--- config.mk ---
export PLATFORM = sky130hd
export DESIGN_NAME = ring_eject
export DESIGN_NICKNAME = d
export VERILOG_FILES = /design/src/rtl/ring_eject_pkg.sv /design/src/rtl/ring_eject_flit_fifo.sv /design/src/rtl/ring_eject.sv
export SDC_FILE = /design/constraint.sdc
export NUM_CORES = 1
export LEC_CHECK = 0
export BUFFER_PORTS_ARGS = -buffer_cell sky130_fd_sc_hd__buf_2
export CAP_MARGIN = 20
export CORE_MARGIN = 2
export CORE_UTILIZATION = 56
export CTS_CLUSTER_DIAMETER = 120
export DETAILED_ROUTE_END_ITERATION = 16
export GPL_TIMING_DRIVEN = 0
export PLACE_DENSITY_LB_ADDON = 0.12
export SYNTH_ARGS = -nofsm -noshare
export SYNTH_HDL_FRONTEND = slang
export SYNTH_SLANG_ARGS = --single-unit
--- constraint.sdc ---
create_clock -name clk -period 9.7 [get_ports clk]
set_input_delay 0.97 -clock clk [delete_from_list [all_inputs] [get_ports clk]]
set_output_delay 0.97 -clock clk [all_outputs]
set_load 0.1 [all_outputs]
--- src/rtl/ring_eject_pkg.sv ---
// Shared ring definitions: flit width/field macros, null flit, routing types.
// Latency: n/a (definitions only).
// Backpressure: n/a (definitions only).
//
// The macros below are the shared flit defines used by every ring block; they
// are kept in this file so that any block importing the package also sees them.
`ifndef RING_FLIT_DEFINES
`define RING_FLIT_DEFINES
`define CONTROL_W      128
`define FLIT_VALID_BIT 127
`define FLIT_DEST_MSB  126
`define FLIT_DEST_LSB  120
`define FLIT_PAY_MSB   119
`define FLIT_NULL      {`CONTROL_W{1'b0}}
`endif

package ring_eject_pkg;

  localparam int FLIT_W = `CONTROL_W;
  localparam int DEST_W = `FLIT_DEST_MSB - `FLIT_DEST_LSB + 1;
  localparam int DFL_W  = 16;

  localparam logic [FLIT_W-1:0] NULL_FLIT = `FLIT_NULL;
  localparam logic [DFL_W-1:0]  DFL_MAX   = {DFL_W{1'b1}};

  // What happens to the flit currently on the ring input.
  typedef enum logic [1:0] {
    ROUTE_PASS    = 2'd0,  // not for us (or invalid): forward as-is
    ROUTE_EJECT   = 2'd1,  // for us and room in the eject FIFO
    ROUTE_DEFLECT = 2'd2   // for us but FIFO full: keep it circulating
  } route_e;

  // True when a flit header addresses the given node.
  function automatic logic flit_matches(input logic              valid,
                                        input logic [DEST_W-1:0] dest,
                                        input logic [DEST_W-1:0] node);
    return valid && (dest == node);
  endfunction

endpackage

--- src/rtl/ring_eject_flit_fifo.sv ---
// flit_fifo: DEPTH-entry FIFO for ejected flits, head always presented.
// Latency: a pushed entry is visible on pop_data_o/empty_o the cycle after push.
// Backpressure: push ignored while full, pop ignored while empty.
//
// Ports: clk, rst (async active-high); push_i/push_data_i write side;
//        pop_i read side; pop_data_o head entry; full_o/empty_o/count_o status.
module flit_fifo #(
  parameter int WIDTH = 128,
  parameter int DEPTH = 4
) (
  input  logic                     clk,
  input  logic                     rst,
  input  logic                     push_i,
  input  logic [WIDTH-1:0]         push_data_i,
  input  logic                     pop_i,
  output logic [WIDTH-1:0]         pop_data_o,
  output logic                     full_o,
  output logic                     empty_o,
  output logic [$clog2(DEPTH):0]   count_o
);

  localparam int PTR_W = $clog2(DEPTH);
  localparam logic [PTR_W:0] FULL_COUNT = (PTR_W + 1)'(DEPTH);

  logic [WIDTH-1:0] mem_q [DEPTH];

  logic [PTR_W-1:0] wr_ptr_q, wr_ptr_d;
  logic [PTR_W-1:0] rd_ptr_q, rd_ptr_d;
  logic [PTR_W:0]   count_q,  count_d;

  logic do_push;
  logic do_pop;

  assign full_o     = (count_q == FULL_COUNT);
  assign empty_o    = (count_q == '0);
  assign count_o    = count_q;
  assign pop_data_o = mem_q[rd_ptr_q];

  // Guards are evaluated on the occupancy before the edge, so a push while
  // full is dropped even if a pop happens in the same cycle.
  assign do_push = push_i && !full_o;
  assign do_pop  = pop_i  && !empty_o;

  always_comb begin
    wr_ptr_d = wr_ptr_q;
    rd_ptr_d = rd_ptr_q;
    count_d  = count_q;
    // DEPTH is a power of two, so natural pointer overflow is the wrap.
    if (do_push) wr_ptr_d = wr_ptr_q + 1'b1;
    if (do_pop)  rd_ptr_d = rd_ptr_q + 1'b1;
    case ({do_push, do_pop})
      2'b10:   count_d = count_q + 1'b1;
      2'b01:   count_d = count_q - 1'b1;
      default: count_d = count_q;
    endcase
  end

  always_ff @(posedge clk or posedge rst) begin
    if (rst) begin
      wr_ptr_q <= '0;
      rd_ptr_q <= '0;
      count_q  <= '0;
    end else begin
      wr_ptr_q <= wr_ptr_d;
      rd_ptr_q <= rd_ptr_d;
      count_q  <= count_d;
    end
  end

  // Storage needs no reset: contents are only observed while count_q > 0.
  always_ff @(posedge clk) begin
    if (do_push) mem_q[wr_ptr_q] <= push_data_i;
  end

endmodule

--- src/rtl/ring_eject.sv ---
// ring_eject: pulls flits addressed to NODE_ID off the ring into an eject FIFO.
// Latency: 1 cycle port0_ci -> port0_co; enqueued flit visible next cycle.
// Backpressure: FIFO full -> local flit is deflected (forwarded) and counted.
//
// Ports: clk, rst (async active-high); port0_ci ring in, port0_co ring out;
//        eject_data/eject_valid/eject_ready node-side handshake;
//        eject_count FIFO occupancy; deflect_cnt saturating deflection count.
module ring_eject
  import ring_eject_pkg::*;
#(
  parameter logic [6:0] NODE_ID = 7'd0,
  parameter int         DEPTH   = 4
) (
  input  logic                   clk,
  input  logic                   rst,
  input  logic [`CONTROL_W-1:0]  port0_ci,
  output logic [`CONTROL_W-1:0]  port0_co,
  output logic [`CONTROL_W-1:0]  eject_data,
  output logic                   eject_valid,
  input  logic                   eject_ready,
  output logic [$clog2(DEPTH):0] eject_count,
  output logic [15:0]            deflect_cnt
);

  logic [FLIT_W-1:0] port0_co_q, port0_co_d;
  logic [DFL_W-1:0]  deflect_q,  deflect_d;

  route_e route;
  logic   is_local;
  logic   fifo_push;
  logic   fifo_pop;
  logic   fifo_full;
  logic   fifo_empty;

  assign is_local = flit_matches(port0_ci[`FLIT_VALID_BIT],
                                 port0_ci[`FLIT_DEST_MSB:`FLIT_DEST_LSB],
                                 NODE_ID);

  // Route decision uses the FIFO state before the edge; a same-cycle dequeue
  // does not open a slot for the incoming flit.
  always_comb begin
    route = ROUTE_PASS;
    if (is_local) begin
      route = fifo_full ? ROUTE_DEFLECT : ROUTE_EJECT;
    end
  end

  assign fifo_push = (route == ROUTE_EJECT);
  assign fifo_pop  = eject_valid && eject_ready;

  always_comb begin
    port0_co_d = port0_ci;
    deflect_d  = deflect_q;
    case (route)
      ROUTE_EJECT:   port0_co_d = NULL_FLIT;
      ROUTE_DEFLECT: begin
        if (deflect_q != DFL_MAX) deflect_d = deflect_q + 1'b1;
      end
      default: ;
    endcase
  end

  always_ff @(posedge clk or posedge rst) begin
    if (rst) begin
      port0_co_q <= NULL_FLIT;
      deflect_q  <= '0;
    end else begin
      port0_co_q <= port0_co_d;
      deflect_q  <= deflect_d;
    end
  end

  flit_fifo #(
    .WIDTH (FLIT_W),
    .DEPTH (DEPTH)
  ) u_fifo (
    .clk         (clk),
    .rst         (rst),
    .push_i      (fifo_push),
    .push_data_i (port0_ci),
    .pop_i       (fifo_pop),
    .pop_data_o  (eject_data),
    .full_o      (fifo_full),
    .empty_o     (fifo_empty),
    .count_o     (eject_count)
  );

  assign port0_co    = port0_co_q;
  assign eject_valid = !fifo_empty;
  assign deflect_cnt = deflect_q;

endmodule

== Word-level counts from Yosys, hierarchy flattened ==
Memories as Yosys holds them, arrays and structs flattened.
Cells that the tools add are included.

* Flip-flop bits (word level): 151
* Bits in latches: 0
* Bits of input ports: 131
* Memory bits (writable): 512
* Logic and storage cells: 33
* Memory bits (read-only): 0
* Output and inout port bits: 276
* Memories: 1

* $lt $le $gt $ge: 0
* Reduce and logical (&&, ||, !) cells: 10
* Div/mod/pow operators: 0
* Multiplexer cells: 6
* Bitwise logic cells: 0
* Multipliers: 0
* Shift operators: 0
* Equal/unequal tests: 6
* $add $sub $neg: 5

{| class="wikitable"
|+ Memories
! memory !! depth !! width !! rd ports !! clocked after memory_dff !! write ports !! line !! source
|-
| u_fifo.mem_q || 4 || 128 || 1 || 0 || 1 || ring_eject_flit_fifo.sv:25 || <nowiki>logic [WIDTH-1:0] mem_q [DEPTH];</nowiki>
|}

{| class="wikitable"
|+ Operators with widths
! kind !! number
|-
| 2-to-1 mux 128 bit || 1
|-
| adder 16 x 1 -> 16 bit (second input constant) || 1
|-
| != test 16 bit (second input constant) || 1
|-
| logical NOT 7 bit || 1
|-
| case mux 3 bit (2 select lines) || 1
|-
| adder 2 x 1 -> 2 bit (second input constant) || 2
|-
| equality test 2 x 1 -> 1 bit (second input constant) || 2
|-
| equality test 2 bit (second input constant) || 2
|-
| logical AND 1 bit || 4
|-
| 2-to-1 mux 2 bit || 2
|-
| adder 3 x 1 -> 3 bit (second input constant) || 1
|-
| equality test 3 bit (second input constant) || 1
|-
| logical NOT 3 bit || 1
|-
| subtractor 3 x 1 -> 3 bit (second input constant) || 1
|-
| logical NOT 1 bit || 2
|-
| 2-to-1 mux 1 bit || 2
|-
| AND reduction 2 bit || 1
|-
| nonzero test 2 bit || 1
|}

== Longest topological paths before layout ==
* Word-level depth: 7
* Mapped depth: 10
* Depth with buffers taken out: 8

== Hierarchy ==
Synthesis repeated with hierarchy kept, for this count alone.

* Cell total of the unflattened synthesis: 1,056
* Area total of the unflattened synthesis: 23,822.8 µm²

{| class="wikitable"
|+ By module, submodules not included
! module !! cells an instance !! seq. area each (µm²) !! instances !! area each (µm²)
|-
| flit_fifo || 707 || 15,549.9 || 1 || 18,889.4
|-
| ring_eject || 349 || 3,603.5 || 1 || 4,933.5
|}

== Worst setup path before layout ==
Ideal clock, no wire load.

* Path type: in2reg
* Start point: in port0_ci[120]
* End point: mem u_fifo.mem_q[0][0] (enable)
* Stages on the path: 6
* Library setup time: 619 ps
* Buffers on the path: 2
* Slack: 1,825 ps
* Data arrival time: 7,257 ps
* Path through: nor4_4 nand2_2 or2_4 buf_6 buf_6 nor2_1

* Longest elaborated chain between the ends: 7

{| class="wikitable"
|+ Ends and longest elaborated chain
! item !! line !! source
|-
| start, declared || ring_eject.sv:16 || <nowiki>input logic [`CONTROL_W-1:0] port0_ci,</nowiki>
|-
| logical NOT 7 bit || ring_eject_pkg.sv:37 || <nowiki>return valid && (dest == node);</nowiki>
|-
| logical AND 1 bit || ring_eject_pkg.sv:37 ||
|-
| 2-to-1 mux 2 bit || ring_eject.sv:43 || <nowiki>if (is_local) begin</nowiki>
|-
| equality test 2 x 1 -> 1 bit || ring_eject.sv:48 || <nowiki>assign fifo_push = (route == ROUTE_EJECT);</nowiki>
|-
| logical AND 1 bit || ring_eject_flit_fifo.sv:41 || <nowiki>assign do_push = push_i && !full_o;</nowiki>
|-
| 2-to-1 mux 1 bit || ring_eject_flit_fifo.sv:72 || <nowiki>if (do_push) mem_q[wr_ptr_q] <= push_data_i;</nowiki>
|-
| 2-to-1 mux 1 bit (not written as such) || ring_eject_flit_fifo.sv:72 ||
|-
| end, declared || ring_eject_flit_fifo.sv:25 ||
|}

No other way between the ends.

== Final worst setup path ==
* Start point: reg u_fifo.rd_ptr_q[1]
* End point: out eject_data[10]

* Longest elaborated chain between the ends: 1

{| class="wikitable"
|+ Ends and longest elaborated chain
! item !! line !! source
|-
| start, declared || ring_eject_flit_fifo.sv:28 || <nowiki>logic [PTR_W-1:0] rd_ptr_q, rd_ptr_d;</nowiki>
|-
| start signal, assigned || ring_eject_flit_fifo.sv:65 || <nowiki>rd_ptr_q <= rd_ptr_d;</nowiki>
|-
| memory read (4 x 128 bit) || - ||
|-
| end, declared || ring_eject.sv:18 || <nowiki>output logic [`CONTROL_W-1:0] eject_data,</nowiki>
|}

No other way between the ends.

==> key figures <==
Run status
  – Status: completed

Setup path
  – Worst Path Max Fanout: 10
  – Startpoint Class: register
  – CP peak stage delay: ~640 ps
  – Reg-to-reg endpoint: u_fifo.mem_q[1][88]
  – Critical-path top delay cell: clkbuf_1
  – FF-to-FF Start: u_fifo.count_o[2]
  – WP data arrival: a little under 3000 ps
  – Worst reg-to-reg setup slack: 6920 ps
  – Critical Path RT: between 8000 and 9000 ps
  – Crit end category: output pin
  – Critical-path cell list: clkbuf_1, buf_1, mux4_2, buf_2
  – Number of cells on the worst reg-to-reg path: 8
  – Crit Path Class: register to output pin

Worst hold path
  – Hold/Removal Path Class: input pin to async pin

Yosys
  – Flop and latch count out of synthesis: roughly 660
  – Synth warn: 0
  – Post-synthesis cell type count: 38
  – Synth area leader: edfxtp_1
  – Syn_nets: roughly 1200
  – Seq/Total Area, Yosys: between 80 and 90%
  – Most used flip-flop cell after synthesis: edfxtp_1
  – Synth top area share: between 60% and 70%
  – Mapped Cells: roughly 1100
  – Post-Syn Area: roughly 24000 um2
  – Ys async rst share: 22.8%
  – EDFF count, synth: between 500 and 600
  – Largest cells by area after synthesis: edfxtp_1, dfrtp_1, mux4_2
  – Synth Area per Inst: between 20 and 25 um2

STA
  – Setup-failing EPs final: 0
  – Max-Slew Margin vs Limit: 43.7%
  – Hold Vio Cnt, Final: 0
  – Period Utilization, post-route: around 41%
  – Slew at the pin closest to its max-slew limit: between 800 and 900 ps
  – Highest clock rate: 253 MHz
  – RSZ-0062 raised after global routing: false
  – Final Skew: approximately 26 ps
  – Minimum clock period: between 3000 and 4000 ps
  – WHS: 431 ps
  – Total Neg Setup Slack: 0 ps
  – Slew Limit Fails: 0

Layout
  – Post-route core utilization: roughly 70%
  – Final Cell Area: about 29000 um2
  – Highest-count cells in the layout ignoring fill and taps: edfxtp_1, buf_2, dfrtp_1
  – Layout cells sized above 1: around 44%
  – Synth-to-Final Area Change: 22.7%
  – Final-stage net count: roughly 1700
  – Commonest non-fill, non-tap cell in the layout: edfxtp_1

Placed design
  – Post-DP HPWL: between 30000 and 40000 um
  – Final GP Congestion: between 0.7 and 0.8
  – Area of placed instances: roughly 27000 um2
  – IO buf count: between 400 and 500

Clock network
  – # hold bufs at CTS: 0
  – Number of setup buffers added after CTS: 0
  – Worst-skew pair later-pin latency: around 600 ps
  – Post-cts sizing count: 0
  – # H-tree levels: 3
  – CTS Sinks: ~660
  – Clock Tree Buf Depth: 3
  – Cts bufs inserted: 66
  – Clk pin slew, worst setup/hold paths: around 60 ps
  – CTS Root Cell: clkbuf_16
  – CTS tree: yes

Global route
  – Antenna violations before repair: 3
  – Total Routing Usage GR: 22.7%
  – Vias in the first global route: 12000
  – GRT overflow: 0
  – First-pass GRT wire length: roughly 74000 um
  – Largest net degree at the start of global routing: 84

Drt
  – # DRC: 0
  – TritonRoute pass-1 iters: 4
  – Initial DRC Count: about 750
  – Post-DR wirelength/cell: approximately 23 um
  – Vias: around 12000
  – Number of vias per cell: approximately 5.5
  – WL final: between 40000 and 50000 um
  – Routed Antenna Nets: 0

Pwr
  – Pleak: about 0.011 uW
  – Clock power frac: between 20 and 30%
  – Fraction of power spent switching nets: a little over two fifths
  – Switch Pwr: 4060 uW
  – Power Internal: ~5400 uW
  – Comb pwr share: 39.9%
  – Cell Pwr Density: between 300 and 400 nW/um2
  – VDD IR max: between 0.0002 and 0.0003 V
  – Reg power frac: about a third

Die
  – Die Y: between 200 and 250 um
  – Die width: 211 um
  – # rows: 75
  – Die area: roughly 44000 um2
  – Core Region: 42000 um2
  – Boundary Pins: between 400 and 500
  – Initial core utilization: 56.8%

Job
  – MaxCap Viol Count: 0
==> power by group through the flow <==
stage               Clock [uW]  Combinational [uW]  Sequential, uW
finish                    2530                3750            3130
global route              2700                3880            3130
CTS                       2580                3800            3130
floorplan                    0                2930            3440
detailed placement           0                3790            3180
global placement             0                3780            3190
==> layer usage <==
metal / global-route usage [%] / up-vias / part of all wire (%)
met2: 35.0 / 420 / 48
li1: - / 5151 / -
met1: 31.5 / 6056 / 41
met3: 6.73 / 86 / 8.2
met4: 7.58 / 2 / 2.4
met5: 0 / - / 0.026
==> worst max path at each step <==
stage                        from                  end  cells past startpoint
2_1_floorplan       port0_ci[120]   u_fifo.mem_q[0][0]                      6
4_1_cts        u_fifo.rd_ptr_q[1]       eject_data[72]                      4
6_report       u_fifo.rd_ptr_q[1]       eject_data[10]                      4
5_1_grt        u_fifo.rd_ptr_q[1]       eject_data[38]                      4
3_3_place_gp        port0_ci[120]  u_fifo.mem_q[1][92]                      7
3_5_place_dp        port0_ci[120]  u_fifo.mem_q[1][94]                     10
==> cell usage after synthesis, drive strengths merged (2+ instances only) <==
cell    number
xnor2        4
xor2        16
nor4         8
nand2        7
clkbuf      15
nor3         5
and4         2
mux4       128
or2          2
edfxtp     512
and2       122
nor2         7
or3          2
inv          7
dfrtp      151
nand3        6
buf         37
nand4        4
mux2         4
nor3b        2
ha           6
==> through the flow <==
stage          setup slack [ps]  total power (uW)  cells
3_5_place_dp               5820              6980   2019
6_report                   5750              9410   2142
2_1_floorplan              1820              6370   1052
4_1_cts                    5610              9510   2139
5_1_grt                    5530              9700   2139
3_3_place_gp              -2940              6960   1997
==> cell families (layout without fill, tap and decap cells) <==
| family | after synthesis | after routing | synth area share, % |
|---|---|---|---|
| AOI/OAI and AO/OA | 1 | 1 | 0.0314 |
| xor gates and xnor gates | 20 | 20 | 0.764 |
| adders and majority gates | 7 | 7 | 0.398 |
| buffers and inverters | 59 | 607 | 1.51 |
| DFF | 663 | 663 | 80.2 |
| muxes | 132 | 132 | 12.3 |
| other | 0 | 3 | 0 |
| and+or+nand+nor | 170 | 170 | 4.86 |
==> registers in the layout, indices dropped and copies added, names as in the netlist <==
| register | flops |
|---|---|
| deflect_cnt | 16 |
| u_fifo.wr_ptr_q | 2 |
| u_fifo.count_o | 3 |
| port0_co | 128 |
| u_fifo.rd_ptr_q | 2 |
| u_fifo.mem_q | 512 |
==> final cells by class <==
type                            count  area [um2]
Antenna cell                        3        7.51
Clock buffer                       95        1920
Multi-Input combinational cell    330        4410
Clock inverter                     25         251
Tap cell                          539         674
Sequential cell                   663       19200
Inverter                            7        33.8
Timing Repair Buffer              428        2530
Buffer                             52         334
Fill cell                        2659       12700
==> worst max-delay path: cells and delay by family (launching register included) <==
| kind | cells | cell delay, ps |
|---|---|---|
| mux | 1 | 350 |
| flops | 1 | 350 |
| buf+inv | 3 | 1670 |
No activity file was read; power rests on OpenSTA's default activity.
